File: src/rtl/lif_neuron_pkg.sv
`default_nettype none
// ============================================================================
// Module   : lif_neuron_pkg
// Purpose  : Shared widths and fixed-point constants for the LIF neuron.
// Revision : 1.0 - initial release
// ============================================================================
package lif_neuron_pkg;

  // Batch-norm factor carries one fractional bit (2 means x1.0).
  localparam int BN_FRAC_BITS = 1;

  // Membrane width: large enough for a full-scale scaled synaptic sum.
  function automatic int mem_bits(input int synapses);
    return $clog2(synapses) + 5;
  endfunction

endpackage
`default_nettype wire

File: src/rtl/lif_neuron_sign_extend.sv
`default_nettype none
// ============================================================================
// Module   : sign_extend
// Purpose  : Widen a two's-complement value by replicating its MSB.
// Revision : 1.0 - initial release
// ============================================================================
module sign_extend #(
  parameter int IN_BITS  = 5,
  parameter int OUT_BITS = 10
) (
  input  logic [IN_BITS-1:0]  value_i,
  output logic [OUT_BITS-1:0] value_o
);

  generate
    if (OUT_BITS > IN_BITS) begin : g_widen
      assign value_o = {{(OUT_BITS-IN_BITS){value_i[IN_BITS-1]}}, value_i};
    end else begin : g_pass
      // Equal widths: nothing to replicate.
      assign value_o = value_i[OUT_BITS-1:0];
    end
  endgenerate

endmodule
`default_nettype wire

File: src/rtl/lif_neuron.sv
`default_nettype none
// ============================================================================
// Module   : lif_neuron
// Purpose  : Leaky integrate-and-fire neuron with binary weights, batch-norm
//            scale/offset, shift leak and reset-by-subtraction spiking.
// Options  : LIF_SATURATE_EN - clamp membrane to MEM_BITS range instead of
//            two's-complement wrap.
// Revision : 1.0 - initial release
// ============================================================================
module lif_neuron
  import lif_neuron_pkg::*;
#(
  parameter int SYNAPSES              = 32,
  parameter int THRESHOLD_BITS        = 6,
  parameter int BATCHNORM_ADDEND_BITS = 5
) (
  input  logic                             clk,
  input  logic                             reset,
  input  logic                             enable,
  input  logic [SYNAPSES-1:0]              inputs,
  input  logic [SYNAPSES-1:0]              weights,
  input  logic [3:0]                       batchnorm_factor,
  input  logic [BATCHNORM_ADDEND_BITS-1:0] batchnorm_addend,
  input  logic [2:0]                       shift,
  input  logic [THRESHOLD_BITS-1:0]        threshold,
  output logic                             is_spike
);

  localparam int MEM_BITS  = mem_bits(SYNAPSES);
  localparam int SUM_BITS  = $clog2(SYNAPSES) + 2;
  // Headroom so that leak, scale and offset never overflow before reduction.
  localparam int WIDE_BITS = MEM_BITS + 4;

  localparam logic signed [WIDE_BITS-1:0] c_mem_max = WIDE_BITS'((1 << (MEM_BITS-1)) - 1);
  localparam logic signed [WIDE_BITS-1:0] c_mem_min = -c_mem_max - WIDE_BITS'(1);

  logic signed [MEM_BITS-1:0]  u_q, u_d;
  logic                        spike_q, spike_d;

  logic signed [SUM_BITS-1:0]  w_sum;
  logic signed [WIDE_BITS-1:0] w_sum_wide, w_factor_wide, w_scaled;
  logic        [MEM_BITS-1:0]  w_addend_mem;
  logic signed [WIDE_BITS-1:0] w_addend_wide, w_y;
  logic signed [WIDE_BITS-1:0] w_u_wide, w_u_next, w_u_next_fit;
  logic signed [WIDE_BITS-1:0] w_thr_wide, w_post_fit;

  // Reduce a wide intermediate back to the membrane range.
  function automatic logic signed [WIDE_BITS-1:0] fit_mem(input logic signed [WIDE_BITS-1:0] v);
`ifdef LIF_SATURATE_EN
    if (v > c_mem_max)      fit_mem = c_mem_max;
    else if (v < c_mem_min) fit_mem = c_mem_min;
    else                    fit_mem = v;
`else
    fit_mem = WIDE_BITS'(signed'(v[MEM_BITS-1:0]));
`endif
  endfunction

  // Signed synaptic sum: +1 for active excitatory, -1 for active inhibitory.
  always_comb begin
    w_sum = '0;
    for (int i = 0; i < SYNAPSES; i++) begin
      if (inputs[i]) begin
        if (weights[i]) w_sum = w_sum + SUM_BITS'(1);
        else            w_sum = w_sum - SUM_BITS'(1);
      end
    end
  end

  sign_extend #(
    .IN_BITS  (BATCHNORM_ADDEND_BITS),
    .OUT_BITS (MEM_BITS)
  ) u_addend_ext (
    .value_i (batchnorm_addend),
    .value_o (w_addend_mem)
  );

  // Batch-norm scale (arithmetic shift floors toward -inf), then offset.
  assign w_sum_wide    = WIDE_BITS'(w_sum);
  assign w_factor_wide = signed'(WIDE_BITS'(batchnorm_factor));
  assign w_scaled      = (w_sum_wide * w_factor_wide) >>> BN_FRAC_BITS;
  assign w_addend_wide = WIDE_BITS'(signed'(w_addend_mem));
  assign w_y           = w_scaled + w_addend_wide;

  // Leak: shift of 0 cancels u entirely, leaving u_next = y.
  assign w_u_wide     = WIDE_BITS'(u_q);
  assign w_u_next     = w_u_wide - (w_u_wide >>> shift) + w_y;
  assign w_u_next_fit = fit_mem(w_u_next);

  // Unsigned threshold compared against the signed membrane.
  assign w_thr_wide = signed'(WIDE_BITS'(threshold));
  assign w_post_fit = fit_mem(w_u_next_fit - w_thr_wide);

  // Spike decision and reset-by-subtraction.
  always_comb begin
    spike_d = (w_u_next_fit >= w_thr_wide);
    u_d     = spike_d ? MEM_BITS'(w_post_fit) : MEM_BITS'(w_u_next_fit);
  end

  // Membrane and spike registers; reset wins over enable.
  always_ff @(posedge clk) begin
    if (reset) begin
      u_q     <= '0;
      spike_q <= 1'b0;
    end else if (enable) begin
      u_q     <= u_d;
      spike_q <= spike_d;
    end
  end

  assign is_spike = spike_q;

endmodule
`default_nettype wire

File: config.mk
export PLATFORM = sky130hd
export DESIGN_NAME = lif_neuron
export DESIGN_NICKNAME = d
export VERILOG_FILES = /design/src/rtl/lif_neuron_pkg.sv /design/src/rtl/lif_neuron_sign_extend.sv /design/src/rtl/lif_neuron.sv
export SDC_FILE = /design/constraint.sdc
export NUM_CORES = 1
export LEC_CHECK = 0
export BUFFER_PORTS_ARGS = -buffer_cell sky130_fd_sc_hd__buf_2
export CORE_AREA = 2 2 131 185
export CTS_CLUSTER_SIZE = 24
export DETAILED_ROUTE_END_ITERATION = 10
export DIE_AREA = 0 0 133 187
export PLACE_DENSITY = 0.78
export SYNTH_ARGS = -nofsm -noshare
export SYNTH_HDL_FRONTEND = slang
export SYNTH_SLANG_ARGS = --single-unit
File: constraint.sdc
create_clock -name clk -period 36.4 [get_ports clk]
set_input_delay 3.64 -clock clk [delete_from_list [all_inputs] [get_ports clk]]
set_output_delay 3.64 -clock clk [all_outputs]
set_load 0.02 [all_outputs]
==> run summary, run 1 <==
The clock input transition at the sequential cells of the worst setup and hold paths came out at about 0.040 ns. The area fraction of the dominant cell type after synthesis is between 15 and 20%. STA classifies the critical path endpoint as a register. The number of buffer cells added on primary ports is 85.

In this run, the number of DRC markers left after iteration 0 of detailed routing was 914. The global-route wire length before repair is 60200 µm. The core box area came out at 23400 µm².

The number of global-route vias before repair is roughly 13000. The height of the die is around 190 µm. At the pin with the least slew margin, the transition time is 1.32 ns. After synthesis, the share of flip-flops with an asynchronous set or reset is 0%. The post-synthesis register bit count came out at 11. The placement row count came out at 67. Of the synthesized area, sequential elements account for 1.63%. The number of warnings reported in the yosys synthesis log is 0. Relative to the synthesized area, the layout overhead comes to 23.9%. The number of max-slew violations in the final report was 0. The shortest clock period the worst path allows after layout is roughly 36 ns. The sum of buffers and inverters on the critical path came out at 13. Counting flops with a built-in enable in the synthesized netlist gives 0. Summed over all nets, the half-perimeter wirelength after detailed placement is 29700 µm.

Once placement finished, the instance area stood at approximately 15000 µm². The post-synth net total is approximately 2200. The setup violation total in the final timing report is 0. The most common cell after layout, fill and taps aside is sky130_fd_sc_hd__inv_1.

The most numerous cell type found on the critical path is sky130_fd_sc_hd__ha_4. The number of cells traversed by the worst hold path came out at 2. By startpoint and endpoint, the worst setup path is classified as in -> reg.

The slowest stage of the critical path belongs to the cell sky130_fd_sc_hd__fa_1. The number of placed instances, taps included came out at 2267. The routed wire length came out at between 30000 and 40000 µm. The number of vias per cell after detailed routing is 6.01. For this run, the top clock speed supported by timing is around 0.028 GHz. The number of nets in the final layout came out at 2356.

The weighted congestion at the end of routability-driven global placement came out at ~0.95. The number of antenna violations at the first check in global routing was 3. The number of buffers added by the clock tree synthesis step is 3. The fraction of final layout cells with drive strength greater than 1 is about a quarter.

The die span in x came out at roughly 130 µm. The required time of the worst setup path is 36.54 ns. The total of fill cells in the finished design is between 1500 and 2000.

The worst path uses 98.2% of the clock period. The routed via count came out at about 14000. At the placement stage, the worst setup path has a slack of -0.746 ns. The cell family contributing the most delay on the critical path is adder cells. The final hold violation count is 0. In this run the number of H-tree levels came out at 1.

The tightest min-delay check is of the reg -> reg type. The post-synthesis cell type with the largest combined area is sky130_fd_sc_hd__ha_1. Setup slack closes at about 0.64 ns. By area the synthesized netlist is led by sky130_fd_sc_hd__ha_1 17%, sky130_fd_sc_hd__fa_1 9.8%, sky130_fd_sc_hd__xnor2_1 7.7%. The floorplan step defined a die boundary enclosing 24900 µm². Entering global routing, the biggest net connects 23 pins.

The finished cells cover between 15000 and 20000 µm². The largest fanout on the critical path is 6. Excluding fillers, the count of instances in the completed layout stands at between 2000 and 2500. The number of design rule violations left after detail routing came out at 0. In the layout the commonest cells are 229 x sky130_fd_sc_hd__inv_1, 164 x sky130_fd_sc_hd__buf_4, 146 x sky130_fd_sc_hd__nand2_1. The number of detailed-routing iterations run before antenna repair came out at 6. The count of max-cap constraint violations is 0. The number of instances in the synthesized netlist came out at roughly 1800. The cell chosen for the clock root is sky130_fd_sc_hd__clkbuf_16. The total overflow left after global routing is 0. Global routing consumed, over all layers together, approximately 28% of the routing resources. The sink count of the clock tree is 11. The worst pin sits at a relative slew slack of about 11%. The worst-case clock skew came out at 0.000944 ns. The maximum clock path buffer count is 2.

The post-synthesis cell area came out at between 10000 and 15000 µm². The CTS tree is yes. For the worst-skew pair, the clock arrives at the later sink with an insertion delay of about 0.24 ns. The endpoint arrival time on the critical path came out at 35.90 ns.

After synthesis, the mean cell area works out to 7.41 µm². The worst setup path is launched from an input pin. The flow ran to the end, and the final reports show no timing, DRC or antenna violations. In this design, the stage delay of the slowest critical-path cell is between 0.5 and 0.6 ns. The average wire per standard cell came out at 16.9 µm. The worst reg-to-reg path cell count came out at 22. The initial utilization of the core area, before any placement, comes to between 50% and 60%. The primary flip-flop cell chosen by synthesis mapping is sky130_fd_sc_hd__dfxtp_1. The number of buffers inserted by hold repair at cts is 0.

The count of nets left with antenna violations after detail routing came out at 0. The distinct cell type count after synthesis came out at 86. Pin placement for this block handled 86 I/O pins. The path length in cells of the critical path came out at approximately 170.
metal layers:
layer  global-route usage [%]  wire length, µm
met5                        0               23
met4                     10.9             1740
met3                     2.63             1820
met2                     55.0            21000
met1                     31.5            14800
sequential cells by signal, summed over array words and instances, names as in the netlist:
signal,cells
is_spike,1
u_q,10
worst register-to-register path, cell delays in order (launching register included):
cell                       delay (ns)
sky130_fd_sc_hd__dfxtp_1         0.36
sky130_fd_sc_hd__inv_1           0.10
sky130_fd_sc_hd__o21ai_0         0.21
sky130_fd_sc_hd__o21ai_0         0.16
sky130_fd_sc_hd__mux2i_1         0.26
sky130_fd_sc_hd__fa_1            0.49
sky130_fd_sc_hd__fa_1            0.55
sky130_fd_sc_hd__inv_1           0.05
sky130_fd_sc_hd__ha_1            0.22
sky130_fd_sc_hd__fa_1            0.41
sky130_fd_sc_hd__a21oi_1         0.16
sky130_fd_sc_hd__nor2_1          0.05
sky130_fd_sc_hd__nor2_1          0.20
sky130_fd_sc_hd__o21bai_1        0.10
sky130_fd_sc_hd__a21oi_1         0.21
sky130_fd_sc_hd__o21bai_1        0.12
sky130_fd_sc_hd__a21oi_2         0.14
sky130_fd_sc_hd__xnor2_1         0.14
sky130_fd_sc_hd__xnor2_1         0.17
sky130_fd_sc_hd__xnor3_1         0.26
sky130_fd_sc_hd__or4_1           0.52
sky130_fd_sc_hd__xor2_1          0.18
sky130_fd_sc_hd__a211oi_1        0.24
final cells by class:
type / count / area, µm² / area share [%]
multi-input combinational: 1522 / 13500 / 80.7
inverter: 237 / 892 / 5.32
antenna: 1 / 2.50 / 0.0149
sequential: 11 / 220 / 1.31
timing repair buffer: 248 / 1650 / 9.86
clock buffer: 4 / 78.8 / 0.470
tap: 310 / 388 / 2.32
final timing paths:
| kind | startpoint | endpoint | slack, ns |
|---|---|---|---|
| max | inputs[0] | u_q[6]$_SDFFE_PP0P_ | 0.64 |
| min | is_spike$_SDFFE_PP0P_ | is_spike$_SDFFE_PP0P_ | 0.49 |
| max reg2reg | u_q[5]$_SDFFE_PP0P_ | u_q[6]$_SDFFE_PP0P_ | 30.99 |
| min reg2reg | is_spike$_SDFFE_PP0P_ | is_spike$_SDFFE_PP0P_ | 0.49 |
timing repair:
item	4_1_cts	5_1_grt
pin swaps	7	101
resized for setup	36	246
cloned	0	0
endpoints found under the hold margin	0	0
endpoints found under the setup margin	11	11
buffers inserted	11	50
kinds of logic after synthesis:
family	synth area share (%)
xor+xnor	16.8
compound gates	24.6
flops	1.63
simple gates	18.3
buf+inv	8.30
fa+ha+maj	26.6
mux	3.78
synth_stat cells (19+ instances only):
cell,instances
sky130_fd_sc_hd__inv_1,234
sky130_fd_sc_hd__and2_1,20
sky130_fd_sc_hd__mux2_2,21
sky130_fd_sc_hd__ha_1,182
sky130_fd_sc_hd__nand2b_1,36
sky130_fd_sc_hd__a31oi_1,22
sky130_fd_sc_hd__xnor2_1,119
sky130_fd_sc_hd__nor2_1,121
sky130_fd_sc_hd__o21ai_0,142
sky130_fd_sc_hd__clkbuf_1,50
sky130_fd_sc_hd__nor2b_1,45
sky130_fd_sc_hd__o21a_1,30
sky130_fd_sc_hd__a21o_1,48
sky130_fd_sc_hd__and3_1,19
sky130_fd_sc_hd__nand2_1,157
sky130_fd_sc_hd__a21oi_1,129
sky130_fd_sc_hd__fa_1,66
sky130_fd_sc_hd__nand3_1,25
sky130_fd_sc_hd__xnor3_1,25
sky130_fd_sc_hd__nor3_1,23
sky130_fd_sc_hd__mux2i_1,23
sky130_fd_sc_hd__xor2_1,41
stage by stage:
stage                     hold WS (ns)  utilization (%)  setup TNS, ns
after detailed placement         0.467             63.6          -6.02
after CTS                        0.494             64.9              0
final                            0.491             71.6              0
after global routing             0.512             71.6          -7.91
after floorplan                  0.458                -              0
after global placement           0.458             63.6              0
Power of run 1 is not shown: default switching activity piles up to over one toggle a cycle in this logic, so the estimate is an artifact.
==> inputs of run 2 (changes only) <==
Settings changed: CTS_BUF_LIST from default to sky130_fd_sc_hd__clkbuf_8.
==> run 2 against run 1 <==
  * Via count is 0.41% higher
  * First-iteration DRC count is 20% lower
  * Global-route usage is 0.17 points lower
  * Fmax hardly changed
  * Setup slack better by 0.028 ns
  * Critical path depth stayed put
  * Register-to-register slack hardly changed
  * Final area is 0.30% lower
  * Core utilization is 0.21 points lower
  * Highest routed layer unchanged
==> run summary, run 2 (same netlist as run 1, synthesis figures left out) <==
Run status: completed (unchanged). The critical path capture point type is a register (unchanged). The register name with the most flops is u_q (unchanged).

The fraction of final layout cells with drive strength greater than 1 came to 25.3% (was 25.4%). The maximum achievable frequency is 0.0280 GHz (about the same). The sink count of the clock tree came out at 11 (unchanged).

The count of max-cap constraint violations is 0 (unchanged). The number of vias per cell after detailed routing came out at 6.04 (was 6.01). The setup slack of the most critical reg-to-reg path came out at 30.99 ns (about the same).

The register area came out at 220 µm² (unchanged). The transition time at the pin with the least slew margin is 1.30 ns (was 1.32 ns). The area growth from synthesis to final layout came out at 23.5% (was 23.9%).

The global-route congestion overflow total was 0 (unchanged). The number of I/O pins is 86 (unchanged). The number of detailed-routing iterations run before antenna repair came to 6 (unchanged). The height of the die came out at 187 µm (unchanged). The category of the worst setup path launch point is an input pin (unchanged). The worst-skew pair later-pin latency came out at 0.24 ns (about the same). The area of the die came out at 24900 µm² (unchanged). The endpoint arrival time on the critical path is 35.87 ns (was 35.90 ns). Most frequent cells in the layout: 230 x sky130_fd_sc_hd__inv_1, 164 x sky130_fd_sc_hd__buf_4, 147 x sky130_fd_sc_hd__nand2_1 (was 229 x sky130_fd_sc_hd__inv_1, 164 x sky130_fd_sc_hd__buf_4, 146 x sky130_fd_sc_hd__nand2_1).

The largest fanout on the critical path is 6 (unchanged). The worst slew slack as a fraction of its limit is 12.4% (was 11.1%). The worst-path cell with the longest stage delay is sky130_fd_sc_hd__fa_1 (unchanged). The required time of the worst setup path came to 36.54 ns (about the same).

The most numerous cell on the critical path is sky130_fd_sc_hd__ha_4 (unchanged). The shortest clock period the worst path allows after layout is 35.73 ns (was 35.76 ns). The area occupied by multi-input gates came out at 13500 µm² (about the same). The portion of the clock cycle consumed by the worst path in the final layout came out at 98.2% (about the same). The half-perimeter wire length of the detailed placement result is 29700 µm (unchanged). The final total negative setup slack was 0 ns (unchanged).

The global-route wire length before repair came out at 59700 µm (was 60200 µm). The number of nets in the final layout is 2356 (unchanged). The die span in x is 133 µm (unchanged).

The worst-case clock skew came to 0.00260 ns (was 0.000944 ns). The final hold violation count came to 0 (unchanged). The number of buffer cells added on primary ports came to 85 (unchanged). The number of global-route vias before repair is 13500 (about the same). The antenna cell count is 0 (was 1). The maximum clock path buffer count is 2 (unchanged). The most common cell after layout, fill and taps aside is sky130_fd_sc_hd__inv_1 (unchanged).

The number of design rule violations left after detail routing is 0 (unchanged). The deepest level of the CTS H-tree is 1 (unchanged). The starting density of the core is 57.8% (unchanged). The total of fill cells in the finished design was 1795 (was 1793).

The number of buffers added by the clock tree synthesis step came out at 3 (unchanged). The routed via count is 14100 (was 14000). The critical path class was in -> reg (unchanged). The post-placement setup slack was -0.746 ns (unchanged). The number of max-slew violations in the final report came out at 0 (unchanged). The classification of the worst-slack hold path is reg -> reg (unchanged).

The number of flip-flops in the largest register came to 10 (unchanged). The longest individual stage delay on the worst path was 0.54 ns (about the same). The setup violation total in the final timing report came out at 0 (unchanged). The count of nets left with antenna violations after detail routing is 0 (unchanged).

The placement row count is 67 (unchanged). The routed wire length came out at 39300 µm (was 39400 µm). The final critical-path setup slack is 0.673 ns (was 0.644 ns).

The average wire per standard cell is 16.9 µm (about the same). The number of buffers inserted by hold repair at cts came out at 0 (unchanged). The core box area is 23400 µm² (unchanged). The pin count of the biggest net entering global routing came out at 23 (unchanged). The number of antenna violations at the first check in global routing came out at 3 (unchanged).

The cell chosen for the clock root is sky130_fd_sc_hd__clkbuf_8 (was sky130_fd_sc_hd__clkbuf_16). The clock input transition at the sequential cells of the worst setup and hold paths is 0.05 ns (was 0.04 ns). The worst hold margin is 0.471 ns (was 0.491 ns). The weighted congestion at the end of routability-driven global placement is 0.954 (unchanged). The CTS tree is yes (unchanged). The overall track demand over capacity in global routing came out at 28.2% (was 28.4%). The number of DRC markers in iteration 0 came out at 734 (was 914).
==> run 2: cell types whose count changed in the layout (fill, tap and decap cells not counted), moves of 2 or more <==
| cell | change |
|---|---|
| sky130_fd_sc_hd__o21ai_1 | -2 |
| sky130_fd_sc_hd__clkbuf_16 | -3 |
| sky130_fd_sc_hd__o21ai_2 | +2 |
| sky130_fd_sc_hd__xnor2_2 | -2 |
| sky130_fd_sc_hd__clkbuf_8 | +3 |
==> run 2: area by class of cell <==
class | instances | share of cell area [%]
flip-flops and latches | 11 | 1.32
clock buffers | 3 | 0.247
well taps | 310 | 2.32
repair buffers | 248 | 9.89
multi-input cells | 1522 | 80.9
clock inverters | 1 | 0.0225
inverters | 237 | 5.34
==> run 2: path summary, 6_finish.rpt <==
check                         from                    end  cells past startpoint
max reg2reg    u_q[5]$_SDFFE_PP0P_    u_q[6]$_SDFFE_PP0P_                     22
max                      inputs[0]    u_q[6]$_SDFFE_PP0P_                    167
min          is_spike$_SDFFE_PP0P_  is_spike$_SDFFE_PP0P_                      2
min reg2reg  is_spike$_SDFFE_PP0P_  is_spike$_SDFFE_PP0P_                      2
==> run 2: worst max-delay path: cells and delay by family <==
family	cells	cell delay, ns
xor gates and xnor gates	26	4.36
muxes	10	2.48
buffers and inverters	13	1.04
and+or+nand+nor	36	5.81
AOI/OAI and AO/OA	45	6.84
adders and majority gates	37	11.66
==> run 2: stage by stage <==
stage	util (%)	cell area [µm²]	instances
2_1_floorplan	-	13500	1826
3_3_place_gp	63.6	14900	2267
3_5_place_dp	63.6	14900	2267
4_1_cts	64.7	15100	2282
5_1_grt	71.4	16700	2332
6_report	71.4	16700	2332
==> run 2: layer usage <==
metal  vias up  GRT usage (%)  wire, µm
li1       6742              -         -
met5         -              0        38
met2       469           54.1     20600
met3       155           2.71      1900
met4         6           12.1      2150
met1      6714           31.2     14600
==> run 2: repair_timing <==
action | 4_1_cts | 5_1_grt
gates resized for setup | 36 | 243
setup endpoints to repair | 11 | 11
cloned | 0 | 0
buffers inserted | 11 | 50
pin swaps | 7 | 101
Power of run 2 is left out for the same reason.
==> inputs of run 3 (changes only) <==
--- a/config.mk
+++ b/config.mk
@@ -12,4 +12,5 @@
 export DETAILED_ROUTE_END_ITERATION = 10
 export DIE_AREA = 0 0 133 187
+export GPL_TIMING_DRIVEN = 0
 export PLACE_DENSITY = 0.78
 export SYNTH_ARGS = -nofsm -noshare
==> constraint.sdc (replaced) <==
create_clock -name clk -period 36.4 [get_ports clk]
set_input_delay 3.64 -clock clk [delete_from_list [all_inputs] [get_ports clk]]
set_output_delay 3.64 -clock clk [all_outputs]
set_load 0.01 [all_outputs]
==> run 3 against run 2 <==
  * Register-to-register slack got worse by 0.05 ns
  * Die area did not move
  * Worst hold slack improved by 0.016 ns
  * Setup slack lost 0.39 ns
  * Clock skew shrank 0.0021 ns
  * Routed wire length increased by 1.3%
  * Sequential share of layout area is essentially flat
  * Critical path depth decreased by 3
  * Final cell count decreased by 0.69%
  * Non-clock buffer count fell by 17
  * Count of clock-buffer cells in the layout did not move
  * Final area rose by 0.59%
  * Critical path type unchanged
  * Critical endpoint unchanged
  * Largest cell class unchanged
  * Highest routed layer unchanged
==> run summary, run 3 (same netlist as run 1, synthesis figures left out) <==
The routed wire length is 39800 µm (was 39300 µm). The category of the worst setup path launch point is an input pin (unchanged). The setup slack of the most critical reg-to-reg path came to 30.94 ns (was 30.99 ns). The longest individual stage delay on the worst path is 0.52 ns (was 0.54 ns). The maximum clock path buffer count came out at 2 (unchanged). The pin count of the biggest net entering global routing is 11 (was 23). The area growth from synthesis to final layout came out at 24.2% (was 23.5%). Setup repair after global routing could not meet its margin everywhere.

The die span in x came out at 133 µm (unchanged). The largest fanout on the critical path was 5 (was 6). The half-perimeter wire length of the detailed placement result came out at 29400 µm (was 29700 µm). The number of standard cells in the layout, taps in and fillers out was 2316 (was 2332). The worst-case clock skew came out at 0.000534 ns (was 0.00260 ns). The number of buffer cells added on primary ports is 66 (was 85). The global-route congestion overflow total is 0 (unchanged). The weighted congestion at the end of routability-driven global placement is 0.914 (was 0.954). The placement row count came to 67 (unchanged). The worst reg-to-reg path cell count came out at 22 (unchanged). The shortest clock period the worst path allows after layout is 36.12 ns (was 35.73 ns). The number of global-route vias before repair is 13500 (about the same). The cell chosen for the clock root is sky130_fd_sc_hd__clkbuf_8 (unchanged). The number of buffers inserted by hold repair at cts came to 0 (unchanged).

The path length in cells of the critical path came to 164 (was 167). Most frequent cells in the layout: 218 x sky130_fd_sc_hd__inv_1, 145 x sky130_fd_sc_hd__nand2_1, 130 x sky130_fd_sc_hd__ha_1 (was 230 x sky130_fd_sc_hd__inv_1, 164 x sky130_fd_sc_hd__buf_4, 147 x sky130_fd_sc_hd__nand2_1). The count of nets left with antenna violations after detail routing is 0 (unchanged). The count of max-cap constraint violations came out at 0 (unchanged).

The portion of the clock cycle consumed by the worst path in the final layout is 99.2% (was 98.2%). The number of detailed-routing iterations run before antenna repair is 5 (was 6). The required time of the worst setup path came to 36.56 ns (was 36.54 ns). The register name with the most flops is u_q (unchanged). The startpoint of the lowest-slack register-to-register path is u_q[5]$_SDFFE_PP0P_ (unchanged). The height of the die came to 187 µm (unchanged). The maximum achievable frequency is 0.0277 GHz (was 0.0280 GHz).

The setup violation total in the final timing report came out at 0 (unchanged). The number of I/O pins is 86 (unchanged). The deepest level of the CTS H-tree was 1 (unchanged). The share of the core filled with cells in the final layout came out at 71.8% (was 71.4%). The critical path class is in -> reg (unchanged). The classification of the worst-slack hold path is reg -> reg (unchanged).

The number of antenna violations at the first check in global routing was 1 (was 3). The worst-path cell with the longest stage delay is sky130_fd_sc_hd__fa_2 (was sky130_fd_sc_hd__fa_1). The starting density of the core came out at 57.8% (unchanged). The number of max-slew violations in the final report is 0 (unchanged). The most common cell after layout, fill and taps aside is sky130_fd_sc_hd__inv_1 (unchanged). The start point of the critical path was inputs[0] (unchanged). The sum of buffers and inverters on the critical path is 12 (was 13). The clock input transition at the sequential cells of the worst setup and hold paths was 0.05 ns (about the same).

The area of the die came out at 24900 µm² (unchanged). The number of design rule violations left after detail routing was 0 (unchanged). The routed via count was 13900 (was 14100). The number of flip-flops in the largest register is 10 (unchanged).

The overall track demand over capacity in global routing is 28.3% (was 28.2%). The core box area is 23400 µm² (unchanged). The number of buffers added by the clock tree synthesis step came to 3 (unchanged). The sink count of the clock tree is 11 (unchanged).

The endpoint arrival time on the critical path came out at 36.28 ns (was 35.87 ns). The worst-skew pair later-pin latency is 0.24 ns (about the same). The average wire per standard cell is 17.2 µm (was 16.9 µm).

The endpoint of the worst setup timing path is u_q[6]$_SDFFE_PP0P_ (unchanged). The fraction of final layout cells with drive strength greater than 1 is 24.5% (was 25.3%). The dominant delay contributor by cell family on the critical path is adder cells (unchanged). The global-route wire length before repair came to 60000 µm (was 59700 µm). The final hold violation count is 0 (unchanged). The critical path capture point type was a register (unchanged). The worst hold margin is 0.487 ns (was 0.471 ns). The number of vias per cell after detailed routing is 6.00 (was 6.04). The CTS tree was yes (unchanged).

The most numerous cell on the critical path is sky130_fd_sc_hd__ha_4 (unchanged). The final total negative setup slack is 0 ns (unchanged). The worst slew slack as a fraction of its limit is 2.81% (was 12.4%).

The number of nets in the final layout came to 2339 (was 2356). Run status: completed (unchanged). The number of DRC markers in iteration 0 is 699 (was 734). The number of placed instances, taps included came out at 2202 (was 2267).

The transition time at the pin with the least slew margin is 1.44 ns (was 1.30 ns). The endpoint of the worst register-to-register path is u_q[6]$_SDFFE_PP0P_ (unchanged).
[run 3: per-stage QoR]
stage                     setup slack [ns]  cell area, µm²
after CTS                           -0.125           15000
after detailed placement             -2.51           14200
after floorplan                       1.46           13500
after global routing                -0.831           16800
final                                0.283           16800
after global placement               -1.91           14200
[run 3: area by class of cell]
class                   instances  area [µm²]
clock buffers                   3        41.3
fillers                      1722        6590
diodes                          1        2.50
multi-input cells            1522       13800
flip-flops and latches         11         220
clock inverters                 1        3.75
inverters                     237         892
well taps                     310         388
plain buffers                  55         226
repair buffers                176        1180
[run 3: worst min-delay path: stages, from the launching register on]
cell	delay (ns)
sky130_fd_sc_hd__dfxtp_1	0.31
sky130_fd_sc_hd__nand2b_1	0.07
sky130_fd_sc_hd__a21oi_1	0.06
[run 3: what timing repair did]
item                       in CTS  in global routing
resized for setup              99                250
setup endpoints to repair      11                 11
buffers inserted               33                 80
pin swaps                      27                159
[run 3: worst min path at each step]
| stage | startpoint | endpoint | slack, ns | cells after the start |
|---|---|---|---|---|
| 5_1_grt | is_spike$_SDFFE_PP0P_ | is_spike$_SDFFE_PP0P_ | 0.51 | 2 |
| 4_1_cts | is_spike$_SDFFE_PP0P_ | is_spike$_SDFFE_PP0P_ | 0.49 | 2 |
| 3_3_place_gp | is_spike$_SDFFE_PP0P_ | is_spike$_SDFFE_PP0P_ | 0.46 | 2 |
| 2_1_floorplan | u_q[0]$_SDFFE_PP0P_ | u_q[0]$_SDFFE_PP0P_ | 0.46 | 2 |
| 3_5_place_dp | is_spike$_SDFFE_PP0P_ | is_spike$_SDFFE_PP0P_ | 0.48 | 2 |
| 6_report | is_spike$_SDFFE_PP0P_ | is_spike$_SDFFE_PP0P_ | 0.49 | 2 |
[run 3: metal layers]
metal	part of all wire [%]	wire [µm]	up-vias	GRT usage, %
met4	6.8	2720	2	14.1
met5	0.030	12	-	0
met3	4.4	1750	189	2.17
li1	-	-	6692	-
met2	53	20900	493	55.5
met1	36	14400	6530	29.8
Power of run 3 is left out for the same reason.
